===== src/rtl/alu_share_if.sv =====
// alu_share_if: bundle of two requester ports, shared-ALU port and response port
interface alu_share_if #(parameter int W = 32, parameter int CW = 4);
   logic          req0_valid, req0_ready, req0_src;
   logic [W-1:0]  req0_data1, req0_data2, req0_imm;
   logic [CW-1:0] req0_ctrl;
   logic          req1_valid, req1_ready, req1_src;
   logic [W-1:0]  req1_data1, req1_data2, req1_imm;
   logic [CW-1:0] req1_ctrl;
   logic [W-1:0]  op1, op2, alu_result, rsp_result;
   logic [CW-1:0] alu_ctrl;
   logic          alu_active, rsp_valid, rsp_id, rsp_ready;
   modport slave (
      input  req0_valid, req0_src, req0_data1, req0_data2, req0_imm, req0_ctrl,
      input  req1_valid, req1_src, req1_data1, req1_data2, req1_imm, req1_ctrl,
      input  alu_result, rsp_ready,
      output req0_ready, req1_ready, op1, op2, alu_ctrl, alu_active,
      output rsp_valid, rsp_id, rsp_result
   );
   modport master (
      output req0_valid, req0_src, req0_data1, req0_data2, req0_imm, req0_ctrl,
      output req1_valid, req1_src, req1_data1, req1_data2, req1_imm, req1_ctrl,
      output alu_result, rsp_ready,
      input  req0_ready, req1_ready, op1, op2, alu_ctrl, alu_active,
      input  rsp_valid, rsp_id, rsp_result
   );
endinterface


===== src/rtl/alu_share_arb.sv =====
// alu_share_arb: round-robin arbiter sharing one combinational ALU between two requesters
module alu_share_arb #(
   parameter int W  = 32,
   parameter int CW = 4
) (
   input logic       clk,
   input logic       rst_n,
   alu_share_if.slave b
);
   typedef enum logic [1:0] {IDLE, EXEC, HOLD} state_t;
   state_t        state_q, state_d;
   logic          ptr_q, ptr_d, id_q, id_d, rsp_id_q, rsp_id_d, rsp_valid_q, rsp_valid_d;
   logic [W-1:0]  op1_q, op1_d, op2_q, op2_d, rsp_result_q, rsp_result_d;
   logic [CW-1:0] ctrl_q, ctrl_d;
   logic          gnt0, gnt1;
   // ptr_q names the requester that wins a tie; rst_n gating keeps ready low in reset
   assign gnt0 = rst_n && state_q == IDLE && b.req0_valid && (!b.req1_valid || !ptr_q);
   assign gnt1 = rst_n && state_q == IDLE && b.req1_valid && (!b.req0_valid || ptr_q);
   always_comb begin
      state_d      = state_q;
      ptr_d        = ptr_q;
      id_d         = id_q;
      op1_d        = op1_q;
      op2_d        = op2_q;
      ctrl_d       = ctrl_q;
      rsp_id_d     = rsp_id_q;
      rsp_valid_d  = rsp_valid_q;
      rsp_result_d = rsp_result_q;
      if (gnt0 || gnt1) begin
         state_d = EXEC;
         ptr_d   = gnt0;
         id_d    = gnt1;
         op1_d   = gnt1 ? b.req1_data1 : b.req0_data1;
         op2_d   = gnt1 ? (b.req1_src ? b.req1_imm : b.req1_data2)
                        : (b.req0_src ? b.req0_imm : b.req0_data2);
         ctrl_d  = gnt1 ? b.req1_ctrl : b.req0_ctrl;
      end
      if (state_q == EXEC) begin
         state_d      = HOLD;
         rsp_result_d = b.alu_result;
         rsp_id_d     = id_q;
         rsp_valid_d  = 1'b1;
      end
      if (state_q == HOLD && b.rsp_ready) begin
         state_d     = IDLE;
         rsp_valid_d = 1'b0;
      end
   end
   always_ff @(posedge clk or negedge rst_n) begin
      if (!rst_n) begin
         state_q      <= IDLE;
         ptr_q        <= 1'b0;
         id_q         <= 1'b0;
         op1_q        <= '0;
         op2_q        <= '0;
         ctrl_q       <= '0;
         rsp_id_q     <= 1'b0;
         rsp_valid_q  <= 1'b0;
         rsp_result_q <= '0;
      end else begin
         state_q      <= state_d;
         ptr_q        <= ptr_d;
         id_q         <= id_d;
         op1_q        <= op1_d;
         op2_q        <= op2_d;
         ctrl_q       <= ctrl_d;
         rsp_id_q     <= rsp_id_d;
         rsp_valid_q  <= rsp_valid_d;
         rsp_result_q <= rsp_result_d;
      end
   end
   assign b.req0_ready = gnt0;
   assign b.req1_ready = gnt1;
   assign b.op1        = op1_q;
   assign b.op2        = op2_q;
   assign b.alu_ctrl   = ctrl_q;
   assign b.alu_active = state_q == EXEC;
   assign b.rsp_valid  = rsp_valid_q;
   assign b.rsp_id     = rsp_id_q;
   assign b.rsp_result = rsp_result_q;
endmodule


===== src/flat_wrapper.sv =====
// flat-port wrapper written by rule: the top's interface ports become plain ports
module alu_share_arb_flat 
#(
   parameter int W  = 32,
   parameter int CW = 4
)
  (clk, rst_n, b_req0_valid, b_req0_src, b_req0_data1, b_req0_data2, b_req0_imm, b_req0_ctrl, b_req1_valid, b_req1_src, b_req1_data1, b_req1_data2, b_req1_imm, b_req1_ctrl, b_alu_result, b_rsp_ready, b_req0_ready, b_req1_ready, b_op1, b_op2, b_alu_ctrl, b_alu_active, b_rsp_valid, b_rsp_id, b_rsp_result);
  alu_share_if #(.W(W), .CW(CW)) b_i ();
  input logic clk;
  input logic rst_n;
  input wire logic [$bits(b_i.req0_valid)-1:0] b_req0_valid;
  input wire logic [$bits(b_i.req0_src)-1:0] b_req0_src;
  input wire logic [$bits(b_i.req0_data1)-1:0] b_req0_data1;
  input wire logic [$bits(b_i.req0_data2)-1:0] b_req0_data2;
  input wire logic [$bits(b_i.req0_imm)-1:0] b_req0_imm;
  input wire logic [$bits(b_i.req0_ctrl)-1:0] b_req0_ctrl;
  input wire logic [$bits(b_i.req1_valid)-1:0] b_req1_valid;
  input wire logic [$bits(b_i.req1_src)-1:0] b_req1_src;
  input wire logic [$bits(b_i.req1_data1)-1:0] b_req1_data1;
  input wire logic [$bits(b_i.req1_data2)-1:0] b_req1_data2;
  input wire logic [$bits(b_i.req1_imm)-1:0] b_req1_imm;
  input wire logic [$bits(b_i.req1_ctrl)-1:0] b_req1_ctrl;
  input wire logic [$bits(b_i.alu_result)-1:0] b_alu_result;
  input wire logic [$bits(b_i.rsp_ready)-1:0] b_rsp_ready;
  output wire logic [$bits(b_i.req0_ready)-1:0] b_req0_ready;
  output wire logic [$bits(b_i.req1_ready)-1:0] b_req1_ready;
  output wire logic [$bits(b_i.op1)-1:0] b_op1;
  output wire logic [$bits(b_i.op2)-1:0] b_op2;
  output wire logic [$bits(b_i.alu_ctrl)-1:0] b_alu_ctrl;
  output wire logic [$bits(b_i.alu_active)-1:0] b_alu_active;
  output wire logic [$bits(b_i.rsp_valid)-1:0] b_rsp_valid;
  output wire logic [$bits(b_i.rsp_id)-1:0] b_rsp_id;
  output wire logic [$bits(b_i.rsp_result)-1:0] b_rsp_result;
  assign b_i.req0_valid = b_req0_valid;
  assign b_i.req0_src = b_req0_src;
  assign b_i.req0_data1 = b_req0_data1;
  assign b_i.req0_data2 = b_req0_data2;
  assign b_i.req0_imm = b_req0_imm;
  assign b_i.req0_ctrl = b_req0_ctrl;
  assign b_i.req1_valid = b_req1_valid;
  assign b_i.req1_src = b_req1_src;
  assign b_i.req1_data1 = b_req1_data1;
  assign b_i.req1_data2 = b_req1_data2;
  assign b_i.req1_imm = b_req1_imm;
  assign b_i.req1_ctrl = b_req1_ctrl;
  assign b_i.alu_result = b_alu_result;
  assign b_i.rsp_ready = b_rsp_ready;
  assign b_req0_ready = b_i.req0_ready;
  assign b_req1_ready = b_i.req1_ready;
  assign b_op1 = b_i.op1;
  assign b_op2 = b_i.op2;
  assign b_alu_ctrl = b_i.alu_ctrl;
  assign b_alu_active = b_i.alu_active;
  assign b_rsp_valid = b_i.rsp_valid;
  assign b_rsp_id = b_i.rsp_id;
  assign b_rsp_result = b_i.rsp_result;
  alu_share_arb #(.W(W), .CW(CW)) u_core (.clk(clk), .rst_n(rst_n), .b(b_i));
endmodule

===== config.mk =====
export PLATFORM = sky130hd
export DESIGN_NAME = alu_share_arb_flat
export DESIGN_NICKNAME = d
export VERILOG_FILES = /design/src/rtl/alu_share_if.sv /design/src/rtl/alu_share_arb.sv /design/src/flat_wrapper.sv
export SDC_FILE = /design/constraint.sdc
export NUM_CORES = 1
export LEC_CHECK = 0
export ABC_AREA = 1
export CAP_MARGIN = 20
export CORE_ASPECT_RATIO = 0.5
export CORE_MARGIN = 1.5
export CORE_UTILIZATION = 42
export CTS_BUF_LIST = sky130_fd_sc_hd__clkbuf_16
export DETAILED_ROUTE_END_ITERATION = 6
export GPL_ROUTABILITY_DRIVEN = 0
export PLACE_DENSITY = 0.86
export REMOVE_ABC_BUFFERS = 1
export SLEW_MARGIN = 15
export SYNTH_ARGS = -nofsm -noshare
export SYNTH_HDL_FRONTEND = slang
export SYNTH_SLANG_ARGS = --single-unit

===== constraint.sdc =====
create_clock -name clk -period 3 [get_ports clk]
set_input_delay 0.3 -clock clk [delete_from_list [all_inputs] [get_ports clk]]
set_output_delay 0.3 -clock clk [all_outputs]
set_load 0.01 [all_outputs]

==> impl.org, run 1 <==
** STA
- For the final database, setup skew stands at 10.5 ps.
- The final max-slew violation count was 0.
- Highest clock rate :: 0.431 GHz
- Accumulated negative setup slack :: 0 ps
- Hold Violations, Final :: 0
- In the finished design, the share of the clock period the worst path needs comes to 0.774.
- Setup violations remaining at the end of the flow were counted as 0.
- Worst rel slew slack :: 0.428
- Actual transition at the worst max-transition pin :: 857 ps
- Final critical path time including I/O delays and setup :: 2320 ps
- On the final layout, the worst hold slack is 36.8 ps.
- Setup repair after global routing left no endpoint under its margin.

** Hold path
- Worst hold-check path type :: primary input to async pin

** Cells and area
- Filler cell count :: 1193
- Layout area overhead :: 61.4%
- The finished layout holds 1475 standard cells, fillers aside.
- Number of inserted diodes :: 0
- For this run, the share of the core covered by cells in the final layout is 0.692.
- Final net count :: 1511
- Leaving out fill and tap cells, the most frequent cells in the layout are sky130_fd_sc_hd__nand2_1 (480), sky130_fd_sc_hd__clkdlybuf4s50_1 (342), sky130_fd_sc_hd__nand3_1 (137).
- Fraction of final layout cells sized beyond drive strength 1 :: 0.0321
- The library cell used most frequently in the layout, excluding fill and tap cells, is sky130_fd_sc_hd__nand2_1.

** Power and ir drop
- Part of the total power dissipated in sequential elements :: 0.443
- Total power per unit cell area :: 323 mW/mm^2
- Clock network fraction of total power :: 0.395
- IR analysis of the VDD net gives a maximum drop of 0.309 mV.
- The share of total power dissipated in combinational logic is 0.161.
- Static leakage power :: 5.50 nW
- Design internal power :: 2.42 mW
- Of the total power, the share spent switching nets is 0.247.
- In this run the power spent charging and discharging nets is 796 uW.
- Power comes to 3.22 mW.

** Drt
- For this run, the detailed router's first-pass iteration total came to 5.
- Overall routed net length :: 21.7 mm
- Post-route ant nets :: 0
- After detailed routing, the number of vias per cell comes to 4.82.
- In the final routed layout, each cell accounts on average for 14.7 um.
- Drc violations :: 0
- Via count :: 7109
- First DRT Iteration DRCs :: 594

** Clocking
- Count of clock tree sinks :: 106
- Clock buffer depth :: 2
- Depth of the CTS H-tree :: 3
- The number of gates resized after CTS was 0.
- The tree is rooted in a sky130_fd_sc_hd__clkbuf_16.
- TritonCTS clock tree :: yes
- Post-CTS setup repair buffer count :: 0
- Clk_lat worst skew :: 340 ps
- Clk slew on worst S/H paths :: 80 ps
- Number of CTS-inserted buffers :: 9
- Hold buffer count at cts :: 0

** Critical path
- Required time of the critical path :: 2700 ps
- For the worst setup path, the data arrival time is 2020 ps.
- Critical path peak fanout :: 14
- Crit path kind :: register to output port
- Type of origin of the critical path :: register
- Crit. End Element :: output port

** Floorplanning
- Core outline area :: 0.0144 mm^2
- Measured along the y axis, the die boundary spans 88.7 um.
- The die covers 0.0155 mm^2.
- IO Count :: 344
- For this configuration, the core starts out at a cell density of 0.429.
- The initialized floorplan defines 31 standard-cell rows.
- Die Wd :: 174 um

** Status
- Run status :: complete, no violations

** Global route
- Maximum number of pins on one net before global-route repair :: 88
- The number of global-route vias before repair came to 6832.
- The first global-routing pass estimated 33.4 mm of wire.
- Antenna violations before repair :: 0
- For this run the aggregate overflow at the end of global routing stands at 0.
- Across every metal layer, demand over resource in global routing totals 0.274.

** Placement
- Once detailed placement completed, the half-perimeter wirelength came to 16.1 mm.
- Buffers added on ports :: 343
- The number of placed instances, taps included, is 1459.

** Synthesis
- Largest cells by area after synthesis :: sky130_fd_sc_hd__dfrtp_1 (43%), sky130_fd_sc_hd__nand2_1 (29%), sky130_fd_sc_hd__nand3_1 (11%)
- The cell area that synthesis handed to floorplanning was 0.00617 mm^2.
- The share of synthesized area in the top cell type comes to 0.430.
- After technology mapping, the gate count stands at 963.
- For this run, the register share of the synthesized area comes to 0.430.
- For this run, the number of Yosys warnings is 0.
- Synth area leader :: sky130_fd_sc_hd__dfrtp_1
- In this run, distinct cell masters in the synthesized netlist total 17.
- The average instance in the mapped netlist occupies 6.41 um^2.
- Counting flops and latches in the post-synthesis netlist gives 106.

** Flow run
- Max-cap violation count :: 0
Yosys cell counts, drive strengths merged:
| cell | count |
|---|---|
| buf | 42 |
| a21oi | 5 |
| clkbuf | 16 |
| nand3 | 137 |
| inv | 129 |
| o21ai | 3 |
| dfrtp | 106 |
| nor2 | 43 |
| nand2 | 482 |
routing by layer:
layer,global-route usage,up-vias,part of all wire
met5,0,-,0
met4,0.121,0,0.038
met3,0.0494,68,0.056
met2,0.495,256,0.51
met1,0.327,3305,0.40
li1,-,3480,-
kinds of logic after synthesis:
family | share of synthesized area
simple gates | 0.434
buf+inv | 0.129
compound gates | 0.00770
flops | 0.430
worst max-delay path, cell delays in order, from the launching register on:
cell                              delay, ps
sky130_fd_sc_hd__dfrtp_1                410
sky130_fd_sc_hd__inv_2                   70
sky130_fd_sc_hd__nand2_1                 80
sky130_fd_sc_hd__nor2_4                 200
sky130_fd_sc_hd__nand2_2                 80
sky130_fd_sc_hd__inv_2                  240
sky130_fd_sc_hd__clkdlybuf4s50_1        590
through the flow:
stage          setup slack [ps]  cell area, um^2
4_1_cts                     671             9960
5_1_grt                     565             9960
3_5_place_dp                692             9640
3_3_place_gp                749             9640
2_1_floorplan              -555             5860
6_report                    678             9960
path summary, 6_finish.rpt:
kind / start / endpoint / slack, ps / depth (start not counted)
worst min register to register: u_core.b.rsp_result[11]$_DFFE_PN0P_ / u_core.b.rsp_result[11]$_DFFE_PN0P_ / 480 / 2
worst max-delay path: u_core.state_q[1]$_DFFE_PN0P_ / b_req0_ready / 680 / 6
worst min-delay path: rst_n / u_core.b.alu_ctrl[1]$_DFFE_PN0P_ / 40 / 2
worst max register to register: u_core.state_q[1]$_DFFE_PN0P_ / u_core.b.op2[6]$_DFFE_PN0P_ / 990 / 9
min in group clk: u_core.b.rsp_result[11]$_DFFE_PN0P_ / u_core.b.rsp_result[11]$_DFFE_PN0P_ / 480 / 2
max in group asynchronous: rst_n / u_core.b.op2[29]$_DFFE_PN0P_ / 1730 / 3
cell type report:
class                           instances  area, um^2  share of cell area
Clock buffer                            9         225              0.0226
Clock inverter                          7        95.1             0.00954
Inverter                              129         484              0.0486
Multi-Input combinational cell        670        2730               0.274
Sequential cell                       106        2650               0.266
Tap cell                              198         248              0.0249
Timing Repair Buffer                  356        3530               0.354
flip-flops by register name (all words and copies together), names as in the netlist:
register,flops
u_core.ptr_q,1
u_core.b.alu_ctrl,4
u_core.b.rsp_result,32
u_core.id_q,1
u_core.state_q,2
u_core.b.op2,32
u_core.b.rsp_valid,1
u_core.b.rsp_id,1
u_core.b.op1,32
power groups by stage:
stage                     registers, mW  clock network (mW)  logic [mW]
after global placement             1.46                   0       0.509
after floorplan                    1.46                   0       0.120
final                              1.43                1.27       0.520
after CTS                          1.43                1.29       0.520
after global routing               1.43                1.35       0.567
after detailed placement           1.46                   0       0.517
Note: power is estimated with default switching activity, not from simulation.
==> run 2, diff against run 1 <==
Settings changed: CORE_UTILIZATION 42 to 39, PLACE_DENSITY 0.86 to 0.81.
Clock period 3 ns to 2.2 ns, I/O delays scaled along.
==> impl.org, run 2 (same netlist as run 1, synthesis figures left out) <==
** Cells and area
- Filler cell count :: 1372 (+15%)
- Compared with the post-synthesis result, the final layout area differs by 63.0%.
- Design area :: 0.0101 mm^2 (+0.99%)
- Number of inserted diodes :: 0 (unchanged)
- Combined area of the multi-input logic cells :: 0.00273 mm^2 (unchanged)
- Final net count :: 1519 (+0.53%)
- Most common cell after layout, fill and taps aside :: sky130_fd_sc_hd__nand2_1
- The top cell types in the final layout, fill and taps aside, are sky130_fd_sc_hd__nand2_1 (480), sky130_fd_sc_hd__clkdlybuf4s50_1 (342), sky130_fd_sc_hd__nand3_1 (137).
- Final core area utilization :: 0.651 (-0.0413)
- Fraction of final layout cells sized beyond drive strength 1 :: 0.0374 (+0.00525)
- The area taken by flip-flops and latches is 0.00265 mm^2 (unchanged).

** STA
- The final max-slew violation count was 0 (unchanged).
- Based on the critical path, the design can be clocked at up to 0.474 GHz.
- Setup repair after global routing left no endpoint under its margin.
- Final worst path period share :: 0.958
- The hold violation count in the final report is 0 (unchanged).
- The total of endpoints with negative setup slack in the final report was 0 (unchanged).
- The final worst clock skew is 11.6 ps (+1.04 ps).
- Setup slack after layout :: 92.4 ps (-586 ps)
- The transition time at the pin with the least slew margin came to 840 ps (-16.8 ps).
- Min Hold Slack :: 400 ps (+363 ps)
- The worst path needs 2110 ps of the cycle, external delays included.
- The worst relative slew slack came to 0.440 (+0.0112).

** Drt
- Post-route ant nets :: 0 (unchanged)
- Routed wirelength normalized by instance count :: 14.3 um (-2.7%)
- The number of optimization iterations in the first detailed-route pass was 5 (unchanged).
- Overall routed net length :: 21.3 mm (-1.8%)
- The number of vias per cell was 4.70 (-2.5%).
- The detailed-route DRC error count is 0 (unchanged).
- The via count came to 6998 (-1.6%).
- The number of design-rule violations left by the first detailed-router iteration is 406 (-32%).

** Floorplanning
- Die Footprint :: 0.0166 mm^2 (+7.5%)
- The die boundary height is 92.0 um (+3.6%).
- The total I/O pin count is 344 (unchanged).
- The core footprint was 0.0155 mm^2 (+7.4%).
- The number of rows created at floorplan came to 32 (+3.2%).
- Initial core utilization :: 0.399 (-0.0296)
- Die Wd :: 181 um (+3.7%)

** Critical path
- Type of origin of the critical path :: register
- Required time of the critical path :: 1980 ps (-720 ps)
- The critical path goes through inv_2 > nand2_1 > nor2_4 > nand2_2 > inv_2 > clkdlybuf4s50_1.
- The critical path is of the register to output port type.
- Buffer and inverter count on the worst path :: 3 (unchanged)
- The most numerous cell type found on the critical path is sky130_fd_sc_hd__inv_2.
- Crit. End Element :: output port
- Critical path peak fanout :: 3 (-11)
- The cell family contributing the most delay on the critical path is buffers and inverters.
- Data arrival time of the critical path :: 1890 ps (-130 ps)
- Crit path largest cell delay :: 560 ps (-30 ps)
- The slowest stage of the critical path is the sky130_fd_sc_hd__clkdlybuf4s50_1 cell.

** Clocking
- The clock slew at the register clock pins of the worst setup and hold paths was 90 ps (about the same).
- The count of clock tree sinks is 106 (unchanged).
- The number of buffers added by the clock tree synthesis step came to 9 (unchanged).
- TritonCTS built the clock tree.
- Clock buffer depth :: 2 (unchanged)
- The insertion delay to the later sink of the worst-skew pair is 340 ps (about the same).
- The total of cells resized after clock tree synthesis is 0 (unchanged).
- The cell sitting at the root of the clock tree is a sky130_fd_sc_hd__clkbuf_16.
- The H-tree depth is 3 (unchanged).

** Power and ir drop
- Switching power of the nets :: 1.11 mW (+39%)
- The maximum vdd ir drop is 0.446 mV (+44%).
- Design internal power :: 3.22 mW (+33%)
- The static power due to leakage was 5.55 nW (+0.89%).
- The portion of total power attributed to sequential cells is 0.450 (+0.007).
- Clock network fraction of total power :: 0.386 (-0.009)
- Total Power :: 4.33 mW (+34%)
- Total power per unit cell area :: 430 mW/mm^2 (+33%)
- The combinational share of power was 0.164 (+0.003).
- The switching share of power is 0.256 (+0.00909).

** Flow run
- The number of maximum-capacitance constraint violations came to 0 (unchanged).

** Status
- The flow ran to the end, and the final reports show no timing, DRC or antenna violations.

** Placement
- The HPWL reported at the end of detailed placement was 16.1 mm (-0.19%).
- Buffers added on ports :: 343 (unchanged)
- The worst slack at placement is 209 ps (-483 ps).
- The post-detailed-placement cell area is 0.00973 mm^2 (+0.93%).

** Global route
- The number of global-route vias before repair was 6740 (-1.3%).
- Wire length of the first global-routing pass :: 33.8 mm (+1.4%)
- Antenna violations before repair :: 0 (unchanged)
- Maximum number of pins on one net before global-route repair :: 88 (unchanged)
- Overall global routing resource usage :: 0.256 (-0.0177)
- Final global-route overflow total :: 0 (unchanged)

** Hold path
- Worst hold-check path type :: primary input to register
[run 2: cell types whose count changed in the layout (fill, tap and decap cells not counted), sizes merged]
cell | previous run | this run
buf | 14 | 21
bufinv | 1 | 0
clkinv | 3 | 2
dlygate4sd3 | 0 | 1
inv | 132 | 134
[run 2: area by class of cell]
type | instances | area share
inverters | 129 | 0.0481
repair buffers | 364 | 0.361
multi-input cells | 670 | 0.271
well taps | 204 | 0.0254
flip-flops and latches | 106 | 0.264
clock inverters | 7 | 0.00858
clock buffers | 9 | 0.0224
[run 2: per-layer routing]
metal	GRT usage	vias to the layer above	share of wire	routed length, um
met4	0.112	0	0.042	901
met1	0.313	3219	0.41	8730
met5	0	-	0	0
met2	0.448	223	0.50	10600
met3	0.0449	65	0.049	1050
li1	-	3491	-	-
[run 2: worst reg2reg max path, cell delays in order, from the launching register on]
cell and delay [ps]:
sky130_fd_sc_hd__dfrtp_1 380, sky130_fd_sc_hd__inv_2 50, sky130_fd_sc_hd__nand2_1 90, sky130_fd_sc_hd__nor2_4 80, sky130_fd_sc_hd__nand2_4 100, sky130_fd_sc_hd__buf_4 640, sky130_fd_sc_hd__nand3_1 210, sky130_fd_sc_hd__nand2_1 100
sky130_fd_sc_hd__inv_1 40
[run 2: path summary, 6_finish.rpt]
kind,from,end,slack (ps),cells past startpoint
max,u_core.state_q[1]$_DFFE_PN0P_,b_req0_ready,90,6
min,b_alu_result[19],u_core.b.rsp_result[19]$_DFFE_PN0P_,400,3
max in group asynchronous,rst_n,u_core.b.op2[7]$_DFFE_PN0P_,450,4
max reg2reg,u_core.state_q[1]$_DFFE_PN0P_,u_core.state_q[0]$_DFFE_PN0P_,410,8
min reg2reg,u_core.b.rsp_result[30]$_DFFE_PN0P_,u_core.b.rsp_result[30]$_DFFE_PN0P_,470,2
min in group asynchronous,rst_n,u_core.state_q[0]$_DFFE_PN0P_,510,3
[run 2: power groups by stage]
stage	combinational (mW)	sequential (mW)	clock [mW]
final	0.710	1.95	1.67
after global placement	0.698	1.99	0
after CTS	0.712	1.95	1.71
after global routing	0.780	1.95	1.79
after detailed placement	0.708	1.99	0
after floorplan	0.164	1.99	0
[run 2: per-stage QoR]
step	TNS, ps	std cells
finish	0	1489
global placement	0	1471
floorplan	-77570	905
global route	0	1489
CTS	0	1488
detailed placement	0	1471
[run 2: repair_timing]
item / in CTS / in global routing
setup buffers: 0 / 1
endpoints found under the setup margin: 0 / 1
hold endpoints to repair: 44 / 0
hold buffers: 1 / 0
